--- config.mk ---
export PLATFORM = sky130hd
export DESIGN_NAME = reg_writeback_flat
export DESIGN_NICKNAME = d
export VERILOG_FILES = /design/src/rtl/reg_writeback_pkg.sv /design/src/rtl/reg_writeback_if.sv /design/src/rtl/reg_writeback_fifo.sv /design/src/rtl/reg_writeback.sv /design/src/flat_wrapper.sv
export SDC_FILE = /design/constraint.sdc
export NUM_CORES = 1
export LEC_CHECK = 0
export CORE_ASPECT_RATIO = 0.6
export CORE_MARGIN = 5
export CORE_UTILIZATION = 53
export CTS_CLUSTER_SIZE = 24
export DETAILED_ROUTE_END_ITERATION = 16
export MAX_ROUTING_LAYER = met4
export PLACE_DENSITY_LB_ADDON = 0.15
export SKIP_CTS_REPAIR_TIMING = 1
export SLEW_MARGIN = 20
export SYNTH_ARGS = -nofsm -noshare
export SYNTH_HDL_FRONTEND = slang
export SYNTH_HIERARCHICAL = 1
export SYNTH_SLANG_ARGS = --single-unit
--- constraint.sdc ---
create_clock -name clk -period 5.25 [get_ports clk]
set_input_delay 0.7875 -clock clk [delete_from_list [all_inputs] [get_ports clk]]
set_output_delay 0.7875 -clock clk [all_outputs]
set_load 0.01 [all_outputs]
--- src/rtl/reg_writeback_pkg.sv ---
// Shared types and constants for the register-file writeback front end.
package regwb_pkg;

  localparam int unsigned REG_COUNT = 16;
  localparam logic [3:0]  PC_REG    = 4'd15;

  // One queued writeback result.
  typedef struct packed {
    logic [3:0]  rd;
    logic [31:0] data;
  } wb_entry_t;

  // Which source wins the single enqueue slot this cycle.
  typedef enum logic [1:0] {
    SRC_NONE = 2'd0,
    SRC_LD   = 2'd1,
    SRC_ALU  = 2'd2
  } wb_src_e;

endpackage

--- src/rtl/reg_writeback_if.sv ---
// Handshake and register-file bus for reg_writeback.
// master = result sources / issue / register file side, slave = reg_writeback.
interface reg_writeback_if;

  logic                                 pulse_en;
  logic                                 alu_valid;
  logic                                 alu_ready;
  logic [3:0]                           alu_rd;
  logic [31:0]                          alu_data;
  logic                                 ld_valid;
  logic                                 ld_ready;
  logic [3:0]                           ld_rd;
  logic [31:0]                          ld_data;
  logic                                 claim_valid;
  logic [3:0]                           claim_rd;
  logic                                 write;
  logic [3:0]                           rdest;
  logic [31:0]                          write_data;
  logic                                 pc_load;
  logic [31:0]                          pc_value;
  logic [regwb_pkg::REG_COUNT-1:0]      busy;

  modport master (
    output pulse_en, alu_valid, alu_rd, alu_data, ld_valid, ld_rd, ld_data,
           claim_valid, claim_rd,
    input  alu_ready, ld_ready, write, rdest, write_data, pc_load, pc_value, busy
  );

  modport slave (
    input  pulse_en, alu_valid, alu_rd, alu_data, ld_valid, ld_rd, ld_data,
           claim_valid, claim_rd,
    output alu_ready, ld_ready, write, rdest, write_data, pc_load, pc_value, busy
  );

endinterface

--- src/rtl/reg_writeback_fifo.sv ---
// In-order FIFO of writeback entries. Pointers carry one extra wrap bit so
// full and empty are told apart by the MSB alone.
module wb_fifo
  import regwb_pkg::*;
#(
  parameter int unsigned DEPTH = 4
) (
  input  logic      clk,
  input  logic      rst,
  input  logic      push_i,
  input  logic      pop_i,
  input  wb_entry_t din_i,
  output wb_entry_t head_o,
  output logic      full_o,
  output logic      empty_o
);

  localparam int unsigned AW = $clog2(DEPTH);

  logic [AW:0] wr_ptr_q, wr_ptr_d;
  logic [AW:0] rd_ptr_q, rd_ptr_d;
  wb_entry_t   mem_q [DEPTH];
  logic        do_push, do_pop;

  assign empty_o = (wr_ptr_q == rd_ptr_q);
  assign full_o  = (wr_ptr_q[AW] != rd_ptr_q[AW]) &&
                   (wr_ptr_q[AW-1:0] == rd_ptr_q[AW-1:0]);
  assign do_push = push_i && !full_o;
  assign do_pop  = pop_i && !empty_o;
  assign head_o  = mem_q[rd_ptr_q[AW-1:0]];

  // Pointer advance on accepted push/pop.
  always_comb begin
    wr_ptr_d = wr_ptr_q;
    rd_ptr_d = rd_ptr_q;
    if (do_push) wr_ptr_d = wr_ptr_q + (AW+1)'(1);
    if (do_pop)  rd_ptr_d = rd_ptr_q + (AW+1)'(1);
  end

  // Pointer registers.
  always_ff @(posedge clk or posedge rst) begin
    if (rst) begin
      wr_ptr_q <= '0;
      rd_ptr_q <= '0;
    end else begin
      wr_ptr_q <= wr_ptr_d;
      rd_ptr_q <= rd_ptr_d;
    end
  end

  // Entry storage, written at the tail.
  always_ff @(posedge clk or posedge rst) begin
    if (rst) begin
      for (int unsigned i = 0; i < DEPTH; i++) mem_q[i] <= '0;
    end else if (do_push) begin
      mem_q[wr_ptr_q[AW-1:0]] <= din_i;
    end
  end

endmodule

--- src/rtl/reg_writeback.sv ---
// Writeback front end: arbitrates ALU/load results into an in-order FIFO,
// drains one entry per pulse_en cycle to the register file, turns writes to
// the PC slot into a registered pc_load pulse, and tracks per-register busy.
module reg_writeback #(
  parameter int unsigned DEPTH  = 4,
  parameter logic [3:0]  PC_REG = regwb_pkg::PC_REG
) (
  input  logic            clk,
  input  logic            rst,
  reg_writeback_if.slave  bus
);

  import regwb_pkg::*;

  wb_src_e                src;
  wb_entry_t              push_entry;
  wb_entry_t              head;
  logic                   full, empty, push, pop, head_is_pc;
  logic [REG_COUNT-1:0]   busy_q, busy_d;
  logic                   pc_load_q, pc_load_d;
  logic [31:0]            pc_value_q, pc_value_d;

  // Enqueue arbitration: load is older, so it wins the single push slot.
  always_comb begin
    src        = SRC_NONE;
    push_entry = '0;
    if (!full) begin
      if (bus.ld_valid) begin
        src        = SRC_LD;
        push_entry = '{rd: bus.ld_rd, data: bus.ld_data};
      end else if (bus.alu_valid) begin
        src        = SRC_ALU;
        push_entry = '{rd: bus.alu_rd, data: bus.alu_data};
      end
    end
  end

  // Readiness looks at full only; a same-cycle pop never frees a slot.
  assign bus.ld_ready  = !full;
  assign bus.alu_ready = !full && !bus.ld_valid;
  assign push          = (src != SRC_NONE);
  assign pop           = bus.pulse_en && !empty;
  assign head_is_pc    = (head.rd == PC_REG);

  wb_fifo #(.DEPTH(DEPTH)) u_fifo (
    .clk     (clk),
    .rst     (rst),
    .push_i  (push),
    .pop_i   (pop),
    .din_i   (push_entry),
    .head_o  (head),
    .full_o  (full),
    .empty_o (empty)
  );

  // Head presentation to the register file; zeroed while empty.
  always_comb begin
    bus.write      = 1'b0;
    bus.rdest      = '0;
    bus.write_data = '0;
    if (!empty) begin
      bus.write      = !head_is_pc;
      bus.rdest      = head.rd;
      bus.write_data = head.data;
    end
  end

  // Scoreboard and PC redirect next state; a claim is applied after the
  // clear so a same-register claim survives the retiring write.
  always_comb begin
    busy_d     = busy_q;
    pc_load_d  = pop && head_is_pc;
    pc_value_d = pc_value_q;
    if (pop) busy_d[head.rd] = 1'b0;
    if (bus.claim_valid) busy_d[bus.claim_rd] = 1'b1;
    if (pc_load_d) pc_value_d = head.data;
  end

  // Scoreboard and PC pulse registers.
  always_ff @(posedge clk or posedge rst) begin
    if (rst) begin
      busy_q     <= '0;
      pc_load_q  <= 1'b0;
      pc_value_q <= '0;
    end else begin
      busy_q     <= busy_d;
      pc_load_q  <= pc_load_d;
      pc_value_q <= pc_value_d;
    end
  end

  assign bus.busy     = busy_q;
  assign bus.pc_load  = pc_load_q;
  assign bus.pc_value = pc_value_q;

endmodule

--- src/flat_wrapper.sv ---
// flat-port wrapper written by rule: the top's interface ports become plain ports
module reg_writeback_flat import regwb_pkg::*;
#(
  parameter int unsigned DEPTH  = 4,
  parameter logic [3:0]  PC_REG = regwb_pkg::PC_REG
)
  (clk, rst, bus_pulse_en, bus_alu_valid, bus_alu_rd, bus_alu_data, bus_ld_valid, bus_ld_rd, bus_ld_data, bus_claim_valid, bus_claim_rd, bus_alu_ready, bus_ld_ready, bus_write, bus_rdest, bus_write_data, bus_pc_load, bus_pc_value, bus_busy);
  reg_writeback_if bus_i ();
  input  logic clk;
  input  logic rst;
  input wire logic [$bits(bus_i.pulse_en)-1:0] bus_pulse_en;
  input wire logic [$bits(bus_i.alu_valid)-1:0] bus_alu_valid;
  input wire logic [$bits(bus_i.alu_rd)-1:0] bus_alu_rd;
  input wire logic [$bits(bus_i.alu_data)-1:0] bus_alu_data;
  input wire logic [$bits(bus_i.ld_valid)-1:0] bus_ld_valid;
  input wire logic [$bits(bus_i.ld_rd)-1:0] bus_ld_rd;
  input wire logic [$bits(bus_i.ld_data)-1:0] bus_ld_data;
  input wire logic [$bits(bus_i.claim_valid)-1:0] bus_claim_valid;
  input wire logic [$bits(bus_i.claim_rd)-1:0] bus_claim_rd;
  output wire logic [$bits(bus_i.alu_ready)-1:0] bus_alu_ready;
  output wire logic [$bits(bus_i.ld_ready)-1:0] bus_ld_ready;
  output wire logic [$bits(bus_i.write)-1:0] bus_write;
  output wire logic [$bits(bus_i.rdest)-1:0] bus_rdest;
  output wire logic [$bits(bus_i.write_data)-1:0] bus_write_data;
  output wire logic [$bits(bus_i.pc_load)-1:0] bus_pc_load;
  output wire logic [$bits(bus_i.pc_value)-1:0] bus_pc_value;
  output wire logic [$bits(bus_i.busy)-1:0] bus_busy;
  assign bus_i.pulse_en = bus_pulse_en;
  assign bus_i.alu_valid = bus_alu_valid;
  assign bus_i.alu_rd = bus_alu_rd;
  assign bus_i.alu_data = bus_alu_data;
  assign bus_i.ld_valid = bus_ld_valid;
  assign bus_i.ld_rd = bus_ld_rd;
  assign bus_i.ld_data = bus_ld_data;
  assign bus_i.claim_valid = bus_claim_valid;
  assign bus_i.claim_rd = bus_claim_rd;
  assign bus_alu_ready = bus_i.alu_ready;
  assign bus_ld_ready = bus_i.ld_ready;
  assign bus_write = bus_i.write;
  assign bus_rdest = bus_i.rdest;
  assign bus_write_data = bus_i.write_data;
  assign bus_pc_load = bus_i.pc_load;
  assign bus_pc_value = bus_i.pc_value;
  assign bus_busy = bus_i.busy;
  reg_writeback #(.DEPTH(DEPTH), .PC_REG(PC_REG)) u_core (.clk(clk), .rst(rst), .bus(bus_i));
endmodule
==> results of run 1 <==
-- power breakdown --
part           internal, uW  switching, uW
sequential             2210            457
combinational          2570           2020
clock                   624            590
-- worst reg2reg max path, stage by stage (launching register included) --
cell,delay (ns)
dfrtp_2,0.72
xnor2_2,0.33
nand2_1,0.22
nor2_4,0.05
nor2_1,0.46
nand2_1,0.19
a31oi_4,0.70
buf_12,0.32
mux2_2,0.39
-- cells in the final DEF, fill, tap and decap left out, types with 3 or more instances in the layout --
cell	n
a22oi_1	35
a31oi_4	4
buf_12	3
buf_4	9
clkbuf_16	17
clkdlybuf4s50_1	168
clkinv_2	5
dfrtp_1	197
ha_1	5
inv_1	5
inv_6	3
mux2_1	32
mux2_2	57
mux2_4	89
mux4_2	36
nand2_1	9
nand2b_1	8
nand3_1	3
nand3b_1	4
nor2_1	40
nor2b_1	37
o21ai_0	11
o21ai_1	20
xor2_1	3
-- sequential cells by signal, summed over array words and instances, names as in the netlist --
register,count
u_core/bus.busy,16
u_core/bus.pc_load,1
u_core/u_fifo/rd_ptr_q,3
u_core/u_fifo/wr_ptr_q,3
u_core/bus.pc_value,32
u_core/u_fifo/mem_q,144
-- layout make-up --
cell class / count / area [um2]
Clock buffer: 19 / 443
Clock inverter: 13 / 95.1
Fill cell: 1244 / 5890
Inverter: 7 / 33.8
Multi-Input combinational cell: 420 / 4520
Sequential cell: 199 / 4980
Tap cell: 240 / 300
Timing Repair Buffer: 182 / 1840
-- through the flow --
| stage | util | total power, uW | setup slack (ns) | instance area [um2] | hold WS (ns) |
|---|---|---|---|---|---|
| 2_1_floorplan | - | 5590 | 0.426 | 9800 | 0.475 |
| 3_3_place_gp | 0.643 | 7090 | 1.59 | 11700 | 0.466 |
| 3_5_place_dp | 0.645 | 7270 | 1.58 | 11700 | 0.474 |
| 4_1_cts | 0.674 | 8520 | 1.08 | 12200 | 0.491 |
| 5_1_grt | 0.675 | 8940 | 0.881 | 12200 | 0.511 |
| 6_report | 0.675 | 8480 | 1.10 | 12200 | 0.486 |
-- layer usage --
layer  share of wire  global-route usage
met5               0                   -
met4           0.014              0.0674
met3           0.066              0.0458
met2            0.47               0.367
met1            0.45               0.334
-- synth_stat cells, types with 2 or more instances --
master and instances:
dfrtp_1 199, mux2_4 89, mux2_2 57, nor2_1 41
nor2b_1 38, mux4_2 36, a22oi_1 35, mux2_1 32
o21ai_1 20, buf_6 15, clkbuf_1 14, o21ai_0 11
buf_2 10, nand2_1 9, nand2b_1 8, inv_1 7
ha_1 5, a31oi_4 4, nand3b_1 4, buf_1 3
nand3_1 3, xor2_1 3, a31oi_1 2, nand4b_1 2
nand4bb_1 2, nor3_1 2, o311ai_0 2, o31ai_1 2
or2_2 2, xnor2_1 2, xnor2_2 2
-- worst paths after layout --
| path | startpoint | slack (ns) | end |
|---|---|---|---|
| max in group asynchronous | rst | 3.38 | u_core/u_fifo/mem_q[77] |
| worst max register to register | u_core/u_fifo/rd_ptr_q[1] | 1.76 | u_core/u_fifo/mem_q[142] |
| worst min register to register | u_core/bus.pc_value[11] | 0.49 | u_core/bus.pc_value[11] |
| worst min-delay path | u_core/bus.pc_value[11] | 0.49 | u_core/bus.pc_value[11] |
| worst max-delay path | u_core/u_fifo/rd_ptr_q[0] | 1.10 | bus_write_data[11] |
| min in group asynchronous | rst | 0.94 | u_core/u_fifo/mem_q[87] |
-- cells by family after synthesis --
family,Yosys count,share of synthesized area
xor gates and xnor gates,8,0.0106
AOI/OAI and AO/OA,80,0.0592
DFF,199,0.508
muxes,214,0.321
adders and majority gates,5,0.00638
buffers and inverters,50,0.0323
and+or+nand+nor,113,0.0620
==> impl_metrics.py, run 1 <==
metrics = {
    "clocking": {
        "cts_root_buf": "clkbuf_16",
        "cts_num_sinks": 199,
        "ctsHtreeMaxLevel": 4,
        "clkTransAtPathRegs_ns": 0.07,
        "insertion_delay_ns": 0.43,
        "cts_made_buffers": 17,
        "cts_buffer_depth": 2,
        "tritoncts": "yes",
    },
    "logic_synthesis": {
        "syn_avg_cell_area_um2": 14.6,
        "synth-seq-area-share": 0.508,
        "synth_area_mm2": 0.00980,
        "synth_top_area_cell": "dfrtp_1",
        "synth_top_area_frac": 0.508,
        "synthArstFlopShare": 1.00,
        "yosysWarnings": 6,
        "netlist_instances": 669,
        "synth_edf_count": 0,
        "synth.distinct_cells": 39,
        "synthesis.nets": 756,
        "synthTopCellsByArea": "dfrtp_1 51%, mux2_4 14%, mux4_2 8.3%, mux2_2 6.5%, mux2_1 3.7%",
        "synth_seq_cells": 199,
        "ys.flop_type": "dfrtp_1",
    },
    "detailed_routing": {
        "vias": 6326,
        "drc": 0,
        "wl_per_cell_um": 22.4,
        "dr.pass1.iters": 5,
        "drtIter0Drc": 489,
        "via_per_inst": 5.86,
        "wirelength_um": 24200,
        "ant_nets": 0,
    },
    "critical_path": {
        "slowest_stage": "nor3_2",
        "crit_family": "simple AND/OR/NAND/NOR gates",
        "reg2regPathDepth": 8,
        "critical_path_arrival_ns": 3.37,
        "worst-path-buf-inv": 2,
        "crit_fanout": 21,
        "cpPeakStageDelay_ns": 0.89,
        "critPathCaptureType": "output pin",
        "cp_data_required_time_ns": 4.46,
        "path_cells": "xor2_1 -> nor3_2 -> buf_4 -> nor2b_1 -> clkdlybuf4s50_1",
        "startpoint_type": "flip-flop",
        "path_class": "flip-flop to output pin",
        "path_depth": 5,
    },
    "sta": {
        "tightestPinTransition_ns": 1.06,
        "finalHoldViolCount": 0,
        "clock_skew_ns": 0.0127,
        "setup_tns_ns": 0,
        "finalCritPeriodShare": 0.791,
        "slew_violations": 0,
        "rsz0062_at_grt": "no",
        "setup_viol": 0,
        "min_period_ns": 4.15,
        "slew_headroom": 0.295,
        "fmax_ghz": 0.241,
    },
    "global_routing": {
        "grt_max_degree": 120,
        "grt-ovfl-total": 0,
        "grt_pass1_vias": 6962,
        "grtUsageTotal": 0.240,
        "antenna_found_initial": 0,
        "grt_pass1_wl_um": 38300,
    },
    "placement": {
        "dp_hpwl_um": 16100,
        "gp_congestion": 0.852,
        "portBuffers": 169,
        "placed_cells_incl_taps": 1048,
    },
    "floorplanning": {
        "rows": 38,
        "die_w_um": 186,
        "ios": 170,
        "die_area_mm2": 0.0214,
        "die_y_um": 115,
        "coreArea_mm2": 0.0181,
        "initial_utilization": 0.541,
    },
    "finish": {
        "final_layout_size_suffix_gt1_frac": 0.292,
        "area.growth.synth_to_final_pct": 24.7,
        "n_antenna_cell": 0,
        "stdcell_count": 1080,
        "layout.nets": 914,
    },
    "pwr": {
        "vdd_drop_max_mv": 0.396,
        "p_leak_uw": 0.00537,
        "power_density_mw_per_mm2": 694,
    },
    "outcome": {
        "status": "completed",
    },
    "min_path": {
        "min_path_type": "flip-flop to flip-flop",
        "hold_path_depth": 1,
    },
    "flow_run": {
        "drv_cap": 0,
    },
}
Note: power is estimated with default switching activity, not from simulation.
==> run 2: changes to the inputs <==
--- a/config.mk
+++ b/config.mk
@@ -7,7 +7,7 @@
 export LEC_CHECK = 0
 export CORE_ASPECT_RATIO = 0.6
 export CORE_MARGIN = 5
-export CORE_UTILIZATION = 53
+export CORE_UTILIZATION = 48
 export CTS_CLUSTER_SIZE = 24
 export DETAILED_ROUTE_END_ITERATION = 16
 export MAX_ROUTING_LAYER = met4
==> constraint.sdc (replaced) <==
create_clock -name clk -period 3.68 [get_ports clk]
set_input_delay 0.552 -clock clk [delete_from_list [all_inputs] [get_ports clk]]
set_output_delay 0.552 -clock clk [all_outputs]
set_load 0.01 [all_outputs]
==> impl_metrics.py, run 2 (synthesized netlist as in run 1, its figures left out) <==
metrics = {
    "floorplanning": {
        "rows": 40,
        "die_y_um": 121,
        "coreArea_mm2": 0.0200,
        "die_area_mm2": 0.0235,
        "ios": 170,
        "initial_utilization": 0.490,
        "die_w_um": 194,
    },
    "detailed_routing": {
        "drc": 0,
        "via_per_inst": 5.47,
        "wl_per_cell_um": 21.8,
        "ant_nets": 0,
        "drtIter0Drc": 468,
        "wirelength_um": 24500,
        "dr.pass1.iters": 5,
        "vias": 6135,
    },
    "sta": {
        "layout_setup_ws_ns": 0.286,
        "clock_skew_ns": 0.0173,
        "fmax_ghz": 0.295,
        "finalHoldViolCount": 0,
        "rsz0062_at_grt": "no",
        "min_period_ns": 3.39,
        "slew_headroom": 0.523,
        "slew_violations": 0,
        "tightestPinTransition_ns": 0.715,
        "setup_tns_ns": 0,
        "setup_viol": 0,
        "finalCritPeriodShare": 0.922,
    },
    "clocking": {
        "cts_num_sinks": 199,
        "cts_buffer_depth": 2,
        "ctsHtreeMaxLevel": 4,
        "cts_root_buf": "clkbuf_16",
        "tritoncts": "yes",
        "clkTransAtPathRegs_ns": 0.07,
        "insertion_delay_ns": 0.42,
        "cts_made_buffers": 17,
    },
    "finish": {
        "layout.nets": 924,
        "n_antenna_cell": 0,
        "regMostFlops": "u_core/u_fifo/mem_q",
        "final_layout_size_suffix_gt1_frac": 0.298,
        "mostFrequentLayoutCells": "197 x dfrtp_1, 168 x clkdlybuf4s50_1, 89 x mux2_4",
        "largest_reg_flops": 144,
        "post-route-util": 0.618,
        "final_common_cell": "dfrtp_1",
        "area.growth.synth_to_final_pct": 26.2,
    },
    "critical_path": {
        "crit_fanout": 28,
        "cpPeakStageDelay_ns": 0.78,
        "slowest_stage": "dfrtp_4",
        "cp_data_required_time_ns": 3.13,
        "critical_path_arrival_ns": 2.84,
        "path_class": "flip-flop to output pin",
        "worst-path-buf-inv": 2,
        "path_cells": "buf_4 -> mux4_2 -> nor2b_1 -> clkdlybuf4s50_1",
        "startpoint_type": "flip-flop",
        "critPathCaptureType": "output pin",
        "crit_family": "buffers and inverters",
    },
    "placement": {
        "dp_hpwl_um": 17000,
        "gp_congestion": 0.792,
        "place_ws_ns": 0.648,
        "portBuffers": 169,
    },
    "global_routing": {
        "grtUsageTotal": 0.219,
        "grt_pass1_vias": 6791,
        "grt-ovfl-total": 0,
        "grt_pass1_wl_um": 39600,
        "grt_max_degree": 82,
        "antenna_found_initial": 0,
    },
    "outcome": {
        "status": "completed",
    },
    "pwr": {
        "power_density_mw_per_mm2": 993,
        "p_leak_uw": 0.00543,
        "total_power_uw": 12300,
        "vdd_drop_max_mv": 0.531,
    },
    "flow_run": {
        "drv_cap": 0,
    },
    "min_path": {
        "min_path_type": "flip-flop to flip-flop",
    },
}
## run 2: metal layers
layer / part of all wire / up-vias / global-route usage
met5: 0 / - / -
li1: - / 2778 / -
met3: 0.070 / 12 / 0.0401
met1: 0.47 / 3135 / 0.323
met2: 0.45 / 210 / 0.320
met4: 0.0075 / 0 / 0.0500
## run 2: stage by stage
stage	instance area, um2	hold WS, ns	cells
floorplan	9800	0.475	669
finish	12400	0.484	1122
detailed placement	11800	0.474	1091
global route	12400	0.508	1122
CTS	12400	0.489	1122
global placement	11800	0.468	1091
## run 2: path summary, 6_finish.rpt
path	from	to	slack, ns	cells after the start
setup / recovery	u_core/u_fifo/rd_ptr_q[0]	bus_write_data[1]	0.29	4
hold / removal	u_core/bus.pc_value[17]	u_core/bus.pc_value[17]	0.48	1
setup reg to reg	u_core/u_fifo/rd_ptr_q[0]	u_core/u_fifo/mem_q[114]	0.68	7
hold reg to reg	u_core/bus.pc_value[17]	u_core/bus.pc_value[17]	0.48	1
max in group asynchronous	rst	u_core/u_fifo/mem_q[21]	2.10	3
min in group asynchronous	rst	u_core/u_fifo/mem_q[72]	0.63	2
## run 2: worst reg2reg max path, cell delays in order (launching register included)
cell and delay (ns):
dfrtp_4 0.78, xor2_1 0.48, nor2_4 0.09, nor2_1 0.39
nand2_1 0.19, a31oi_4 0.19, buf_4 0.42, mux2_4 0.35
## run 2: cell type report
class	count	area, um2
fillers	1523	7650
well taps	273	342
repair buffers	192	1870
inverters	7	30.0
flip-flops and latches	199	4980
multi-input cells	420	4520
clock inverters	11	170
clock buffers	20	447
## run 2: power by group
group          internal [uW]  switching (uW)  leakage [uW]
sequential              3160             688       0.00254
clock                   1160             810      0.000293
combinational           3660            2810       0.00260
total                   7970            4310       0.00543
